### src/rtl/dpram_rmw_pkg.sv
// dpram_rmw_pkg: op encodings and FSM states shared by dpram_rmw_ctrl and its ALU
package dpram_rmw_pkg;
    typedef enum logic [1:0] {
        READ     = 2'b00,
        WRITE    = 2'b01,
        SET_BITS = 2'b10,
        CLR_BITS = 2'b11
    } op_t;
    typedef enum logic [2:0] {
        IDLE = 3'd0,
        RD   = 3'd1,
        CAP  = 3'd2,
        WR   = 3'd3,
        RESP = 3'd4
    } state_t;
endpackage

### src/rtl/dpram_rmw_alu.sv
// dpram_rmw_alu: combinational modify step producing the new word from op, old word and mask
module dpram_rmw_alu import dpram_rmw_pkg::*; #(
    parameter int DATA_WIDTH = 64
) (
    input  logic [1:0]            op,
    input  logic [DATA_WIDTH-1:0] old_data,
    input  logic [DATA_WIDTH-1:0] mask,
    output logic [DATA_WIDTH-1:0] new_data
);
    always_comb
        new_data = op == WRITE    ? mask :
                   op == SET_BITS ? old_data | mask :
                   op == CLR_BITS ? old_data & ~mask : old_data;
endmodule

### src/rtl/dpram_rmw_ctrl.sv
// dpram_rmw_ctrl: single-op-in-flight read-modify-write controller for one registered RAM port.
// Define DPRAM_RMW_STATS_EN to add a saturating 16-bit op_count of completed responses.
module dpram_rmw_ctrl import dpram_rmw_pkg::*; #(
    parameter int DATA_WIDTH = 64,
    parameter int ADDR_WIDTH = 6
) (
    input  logic                  clk,
    input  logic                  rst,
    input  logic                  cmd_valid,
    output logic                  cmd_ready,
    input  logic [1:0]            cmd_op,
    input  logic [ADDR_WIDTH-1:0] cmd_addr,
    input  logic [DATA_WIDTH-1:0] cmd_data,
    output logic                  rsp_valid,
    input  logic                  rsp_ready,
    output logic [DATA_WIDTH-1:0] rsp_old,
    output logic [DATA_WIDTH-1:0] rsp_new,
`ifdef DPRAM_RMW_STATS_EN
    output logic [15:0]           op_count,
`endif
    output logic                  mem_wen,
    output logic [ADDR_WIDTH-1:0] mem_addr,
    output logic [DATA_WIDTH-1:0] mem_wdata,
    input  logic [DATA_WIDTH-1:0] mem_q
);
    state_t state, state_n;
    op_t op_r;
    logic [DATA_WIDTH-1:0] mask_r, old_r, alu_new;

    dpram_rmw_alu #(.DATA_WIDTH(DATA_WIDTH)) u_alu (
        .op(op_r), .old_data(mem_q), .mask(mask_r), .new_data(alu_new)
    );

    assign cmd_ready = state == IDLE;

    always_ff @(posedge clk)
        state <= rst ? IDLE : state_n;

    always_comb begin
        state_n = state;
        case (state)
            IDLE:    state_n = cmd_valid ? RD : IDLE;
            RD:      state_n = CAP;
            CAP:     state_n = WR;
            WR:      state_n = RESP;
            RESP:    state_n = rsp_ready ? IDLE : RESP;
            default: state_n = IDLE;
        endcase
    end

    always_ff @(posedge clk) begin
        if (state == IDLE && cmd_valid) begin
            op_r   <= op_t'(cmd_op);
            mask_r <= cmd_data;
        end
        if (state == CAP)
            old_r <= mem_q;
    end

    // mem_wdata carries the modified word into WR, where it also becomes rsp_new
    always_ff @(posedge clk) begin
        if (rst) begin
            mem_wen   <= 1'b0;
            mem_addr  <= '0;
            mem_wdata <= '0;
            rsp_valid <= 1'b0;
            rsp_old   <= '0;
            rsp_new   <= '0;
        end else begin
            if (state == IDLE && cmd_valid) begin
                mem_addr <= cmd_addr;
                mem_wen  <= 1'b0;
            end
            if (state == CAP) begin
                mem_wen   <= op_r != READ;
                mem_wdata <= alu_new;
            end
            if (state == WR) begin
                mem_wen   <= 1'b0;
                rsp_valid <= 1'b1;
                rsp_old   <= old_r;
                rsp_new   <= mem_wdata;
            end
            if (state == RESP && rsp_ready)
                rsp_valid <= 1'b0;
        end
    end

`ifdef DPRAM_RMW_STATS_EN
    always_ff @(posedge clk)
        if (rst)
            op_count <= '0;
        else if (state == RESP && rsp_ready && op_count != 16'hFFFF)
            op_count <= op_count + 16'd1;
`endif
endmodule

### config.mk
export PLATFORM = sky130hd
export DESIGN_NAME = dpram_rmw_ctrl
export DESIGN_NICKNAME = d
export VERILOG_FILES = /design/src/rtl/dpram_rmw_pkg.sv /design/src/rtl/dpram_rmw_alu.sv /design/src/rtl/dpram_rmw_ctrl.sv
export SDC_FILE = /design/constraint.sdc
export NUM_CORES = 1
export LEC_CHECK = 0
export CAP_MARGIN = 20
export CELL_PAD_IN_SITES_DETAIL_PLACEMENT = 1
export CELL_PAD_IN_SITES_GLOBAL_PLACEMENT = 1
export CORE_MARGIN = 2
export CORE_UTILIZATION = 38
export CTS_BUF_LIST = sky130_fd_sc_hd__clkbuf_2 sky130_fd_sc_hd__clkbuf_4 sky130_fd_sc_hd__clkbuf_8
export CTS_CLUSTER_DIAMETER = 30
export DETAILED_ROUTE_END_ITERATION = 7
export PLACE_DENSITY_LB_ADDON = 0.1
export SETUP_SLACK_MARGIN = 0.1
export SLEW_MARGIN = 40
export SYNTH_ARGS = -nofsm -noshare
export SYNTH_HDL_FRONTEND = slang
export SYNTH_SLANG_ARGS = --single-unit
### constraint.sdc
create_clock -name clk -period 3.17 [get_ports clk]
set_clock_uncertainty 0.2 [all_clocks]
set_input_delay 0.634 -clock clk [delete_from_list [all_inputs] [get_ports clk]]
set_output_delay 0.634 -clock clk [all_outputs]
set_load 0.02 [all_outputs]
==> results.txt, run 1 <==
Core Area: 0.03345 mm^2
LEAKAGE: 0.006206 uW
First-pass iteration count of the detailed router: 4
RSZ-0062 raised after global routing: false
Layout cell share with drive strength beyond 1: 10.56%
Min-delay src: rsp_new[44]
Total track usage: 22.30%
Syn-to-layout area delta: 44.38%
TritonCTS Buffers: 84
Reg2reg setup slack: 1.00 ns
Arrival @ worst endpoint: 1.85 ns
CTS root buf: clkbuf_8
Switching power: 3064 uW
Synth top area cells: dfxtp_1 32%, edfxtp_1 30%, nor2b_1 9.4%
Final Hold Fails: 0
Worst VDD drop: 0.4933 mV
Portion of netlist area occupied by mux cells: 0.4662%
Setup-failing EPs final: 0
Synth Register Bits: 333
PD cells: 648.1 mW/mm^2
Reg2reg start: state[1]
Initial antenna violation count: 8
Worst Hold Endpoint: rsp_new[44]
Via count: 10839
Crit-path max FO: 10
# placed instances: 2007
Post-CTS setup buffers: 0
Internal: 8991 uW
Die height: 188.1 um
Gr ovfl total: 0
Crit. Startpoint: state[0]
Max clock buf depth: 3
Synth top area share: 31.54%
Synth Instances: 1294
Post-Syn Nets: 1434
Logic pwr share: 12.0%
Largest net degree at the start of global routing: 108
Number of warnings issued by yosys: 0
Worst-case reg-to-reg path depth: 4
Sink Count: 333
Worst-Margin Slew: 0.5877 ns
Seq/Total Area, Yosys: 61.84%
Max cap viols: 0
Routed WL: 39400 um
Die area: 0.03539 mm^2
Post-detail-place hpwl: 25610 um
Routed len/inst: 18.16 um
Initial Util: 38.52%
Share of power burned in the clock network: 46.7%
CTS hold repair buffers: 0
Fin cells: 2169
Critical path class: flip-flop to output port
Synth cell types: 26
Die X: 188.1 um
Htree depth: 3
Main combinational cell family by area after synthesis: simple AND/OR/NAND/NOR gates
Syn Area/Cell: 9.956 um^2
DR vias/cell: 4.997
Net count, final: 1786
Worst r2r dst: mem_wdata[42]
Gp weighted congestion: 0.7364
Drt drc: 0
Startpoint Class: flip-flop
Synth Area in Simple Gates: 19.45%
DRT iter0 DRCs: 408
I/O pin cnt: 341
Synth area leader: dfxtp_1
Sequential Power Share: 41.2%
Fillers: 3676
Setup TNS: 0 ns
Max Clk Rate: 372.9 MHz
Crit end category: output port
Clock latency on the worst-skew pair: 0.59 ns
Compound-Gate Fraction of Synth Area: 14.59%
Slew margin rel.: 60.78%
I/O Buffers: 340
CTS resizes: 0
Switching portion of total power: 25.42%
Cell area after synthesis: 0.01288 mm^2
Hold Crit Depth: 2
First-pass GRT wire length: 62250 um
Min Tclk post-route: 2.681 ns
Antenna-violating nets left: 0
Clk slew on worst S/H paths: 0.05 ns
Tcrit/Tclk final: 84.59%
Post-synthesis adder-cell area fraction: 0%
Slew Viols, Final: 0
# rows: 67
Worst hold path type: flip-flop to flip-flop
WP data required: 2.34 ns
Outcome: finished clean
Vias in the first global route: 11415
CTS tree: built
Synth Area in XOR/XNOR: 0.06798%
[power groups by stage]
stage / logic [uW] / registers [uW] / clock network, uW
3_3_place_gp: 1420 / 5050 / 0
2_1_floorplan: 636 / 5150 / 0
3_5_place_dp: 1460 / 5060 / 0
5_1_grt: 1590 / 5000 / 6040
6_report: 1450 / 4970 / 5640
4_1_cts: 1470 / 4980 / 5800
[kinds of logic (layout without fill, tap and decap cells)]
kind of cell / after synthesis / count (layout)
mux: 6 / 6
buf+inv: 98 / 518
simple gates: 530 / 530
xor+xnor: 1 / 1
other cells: 0 / 7
compound gates: 326 / 326
flops: 333 / 333
[cell usage in the layout (no fill, tap or decap), types with 3 or more instances in the layout]
cell type / netlist / layout
o21ai_0: 65 / 65
buf_12: 0 / 10
clkbuf_4: 0 / 19
buf_4: 5 / 12
clkbuf_8: 0 / 102
clkinv_2: 0 / 14
nor2b_1: 193 / 192
diode_2: 0 / 7
clkinv_4: 0 / 3
a311oi_1: 64 / 64
clkdlybuf4s50_1: 0 / 339
nor2_1: 72 / 72
nand2_1: 256 / 256
clkinvlp_4: 0 / 9
mux2i_1: 6 / 6
bufinv_16: 0 / 5
dfxtp_1: 203 / 203
edfxtp_1: 130 / 130
a21oi_1: 194 / 194
[registers in the layout (all words and copies together), names as in the netlist]
name and count:
mask_r 64, mem_addr 6, mem_wdata 64, mem_wen 1, old_r 64, op_r 2, rsp_new 64, rsp_old 64
rsp_valid 1, state 3
[critical path, stage by stage, from the launching register on]
cell	delay, ns
dfxtp_1	0.43
nor3_1	0.22
clkdlybuf4s50_1	0.63
[layout make-up]
type,instances,area [um^2],share of cell area [%]
clock buffer,121,1546,8.314
timing repair buffer,363,3706,19.92
clock inverter,33,321.6,1.729
antenna,7,17.52,0.09417
sequential,333,7968,42.83
tap,448,560.5,3.013
multi-input combinational,863,4478,24.07
inverter,1,3.754,0.02018
[metal layers]
metal	global-route usage (%)	routed length, um
met3	7.973	3178
met5	0	34
met2	38.02	19640
met4	7.511	678
met1	26.01	15870
[per-stage QoR]
stage	utilization [%]	instance area (um^2)	setup WS (ns)	hold WS, ns	total power (uW)
detailed placement	49.94	16700	0.6138	0.2461	6522
floorplan	-	12880	0.8178	0.2713	5783
finish	55.61	18600	0.4886	0.2498	12060
global placement	49.94	16700	0.6340	0.2409	6465
global route	55.60	18600	0.3805	0.2662	12630
CTS	55.53	18570	0.4318	0.2536	12240
[how the worst max path moves through the flow]
stage / depth (start not counted) / end
floorplan: 4 / old_r[0]
global placement: 5 / mem_wen
detailed placement: 5 / mem_wen
CTS: 2 / cmd_ready
global route: 2 / cmd_ready
finish: 2 / cmd_ready
[synthesized netlist by cell type]
master,number
a211oi_1,2
a21oi_1,194
a311oi_1,64
and3b_1,1
buf_1,5
buf_2,36
buf_4,5
buf_6,4
clkbuf_1,47
dfxtp_1,203
edfxtp_1,130
inv_1,1
mux2i_1,6
nand2_1,256
nand3_1,1
nand3b_1,1
nor2_1,72
nor2b_1,193
nor3_1,2
nor3b_2,1
nor4_1,1
nor4b_1,1
o21ai_0,65
o31ai_1,1
or3b_2,1
xnor2_1,1
(Power assumes the default switching activity.)
==> inputs of run 2 (changes only) <==
--- a/config.mk
+++ b/config.mk
@@ -9,7 +9,7 @@
 export CELL_PAD_IN_SITES_DETAIL_PLACEMENT = 1
 export CELL_PAD_IN_SITES_GLOBAL_PLACEMENT = 1
 export CORE_MARGIN = 2
-export CORE_UTILIZATION = 38
+export CORE_UTILIZATION = 34
 export CTS_BUF_LIST = sky130_fd_sc_hd__clkbuf_2 sky130_fd_sc_hd__clkbuf_4 sky130_fd_sc_hd__clkbuf_8
 export CTS_CLUSTER_DIAMETER = 30
 export DETAILED_ROUTE_END_ITERATION = 7
==> constraint.sdc (replaced) <==
create_clock -name clk -period 2.4 [get_ports clk]
set_clock_uncertainty 0.2 [all_clocks]
set_input_delay 0.48 -clock clk [delete_from_list [all_inputs] [get_ports clk]]
set_output_delay 0.48 -clock clk [all_outputs]
set_load 0.02 [all_outputs]
==> run 2 against run 1 <==
Sequential power rose by 32%. Combinational power up 30%. Setup slack worse by 0.32 ns. Register-to-register slack got worse by 0.67 ns. Sequential share of layout area is 1.0 points lower. Global-route usage fell by 1.5 points. Critical path depth decreased by 1. Die area is 12% higher. Clock-buffer cell count is 7 higher. Clock power is 54% higher. Critical path type unchanged.
==> results.txt, run 2 (synthesized netlist as in run 1, its figures left out) <==
Outcome: finished clean
Startpoint Class: flip-flop
CTS hold repair buffers: 0
Fin cells: 2259
I/O pin cnt: 341
Total track usage: 20.81%
Min Tclk post-route: 2.232 ns
Bufs and invs on worst path: 1
Htree depth: 3
Drt drc: 0
Die area: 0.03947 mm^2
CTS resizes: 139
Antenna-violating nets left: 0
First-pass iteration count of the detailed router: 5
CTS root buf: clkbuf_8
I/O Buffers: 340
Slew Viols, Final: 0
Most common cell after layout, fill and taps aside: nand2_1
Slew margin rel.: 55.86%
WP data required: 1.72 ns
Placed Area: 0.01695 mm^2
Worst-Margin Slew: 0.6621 ns
CP cell instances: clkdlybuf4s50_1
LEAKAGE: 0.007623 uW
Post-detail-place hpwl: 26760 um
CP max stage delay: 0.61 ns
Routed WL: 41040 um
Layout cell share with drive strength beyond 1: 11.93%
Die height: 198.7 um
Post-CTS setup buffers: 0
Net count, final: 1803
Setup-failing EPs final: 0
CTS tree: built
Crit path max-delay family: buffers and inverters
Worst path slowest cell: clkdlybuf4s50_1
DR vias/cell: 4.820
Sink Count: 333
Worst VDD drop: 0.4639 mV
Final Hold Fails: 0
Met1 usage: 24.75%
Max Clk Rate: 448.1 MHz
Gp weighted congestion: 0.7271
Clock latency on the worst-skew pair: 0.62 ns
Clk slew on worst S/H paths: 0.05 ns
Initial Util: 34.37%
Critical path class: flip-flop to output port
# rows: 71
Most used routing layer: met2
Initial antenna violation count: 5
Via count: 10888
# placed instances: 2079
Post-route cell area: 0.01906 mm^2
Largest net degree at the start of global routing: 102
Crit end category: output port
Arrival @ worst endpoint: 1.55 ns
Min Hold Slack: 0.09725 ns
Worst hold path type: primary input to flip-flop
Tcrit/Tclk final: 92.99%
Syn-to-layout area delta: 47.94%
Commonest cells after routing, fill and taps aside: 256 x nand2_1, 203 x dfxtp_1, 194 x a21oi_1, 192 x nor2b_1, 170 x clkdlybuf4s50_1
PD cells: 898.4 mW/mm^2
Crit-path max FO: 2
Met2 Use GR: 34.67%
DRT iter0 DRCs: 330
Routed len/inst: 18.17 um
Vias in the first global route: 11424
Max cap viols: 0
Setup TNS: 0 ns
TritonCTS Buffers: 93
Finished Core Util: 50.84%
First-pass GRT wire length: 63130 um
Die X: 198.7 um
Gr ovfl total: 0
Met3 Track Usage GR: 6.443%
RSZ-0062 raised after global routing: true
Max clock buf depth: 3
Core Area: 0.03749 mm^2
run 2: cell types whose count changed in the layout (fill, tap and decap cells not counted), moves of 2 or more:
| cell | change |
|---|---|
| buf_12 | +8 |
| bufinv_16 | +6 |
| clkbuf_8 | +7 |
| clkdlybuf4s50_1 | -169 |
| clkinv_1 | +3 |
| clkinv_2 | +4 |
| clkinv_4 | -3 |
| diode_2 | -2 |
| dlygate4sd2_1 | +138 |
| dlymetal6s2s_1 | +30 |
| inv_6 | +2 |
| inv_8 | +2 |
run 2: layout make-up:
class                      instances  area, um^2
fill                            4150       18430
sequential                       333        7968
multi-input combinational        863        4478
timing repair buffer             371        3760
clock buffer                     128        1643
tap                              511       639.4
clock inverter                    47       555.5
antenna                            5       12.51
inverter                           1       3.754
run 2: final timing paths:
path | start | end | slack, ns | cells after the start
max | rsp_new[49] | rsp_new[49] | 0.17 | 1
min | rst | rsp_old[7] | 0.1 | 2
min reg2reg | rsp_old[11] | rsp_old[11] | 0.25 | 2
max reg2reg | state[1] | mem_wdata[42] | 0.33 | 5
run 2: power by group:
group	internal (uW)	leakage (uW)	switching (uW)
logic	807	0.00363	1070
registers	6310	0.00286	255
clock network	5660	0.00113	3030
total	12800	0.00762	4350
run 2: worst reg2reg max path, cell delays in order, from the launching register on:
cell and delay (ns):
dfxtp_1 0.53, nor3b_4 0.36, buf_12 0.26, buf_12 0.25, nor2_1 0.06, a311oi_1 0.28
run 2: through the flow:
step / power [uW] / setup WS [ns]
final: 17120 / 0.1682
after global routing: 17890 / 0.08340
after CTS: 17390 / 0.02915
after detailed placement: 8692 / 0.2079
after global placement: 8628 / 0.1910
after floorplan: 7637 / 0.4040
run 2: routing by layer:
metal  routed length, um  part of all wire (%)
met5                  11                 0.027
met1               17450                    43
met4                1080                   2.6
met3                2741                   6.7
met2               19760                    48
==> inputs of run 3 (changes only) <==
--- a/config.mk
+++ b/config.mk
@@ -5,7 +5,6 @@
 export SDC_FILE = /design/constraint.sdc
 export NUM_CORES = 1
 export LEC_CHECK = 0
-export CAP_MARGIN = 20
 export CELL_PAD_IN_SITES_DETAIL_PLACEMENT = 1
 export CELL_PAD_IN_SITES_GLOBAL_PLACEMENT = 1
 export CORE_MARGIN = 2
==> results of run 3 <==
No change in the layout: final DEF, timing and power equal those of run 2.
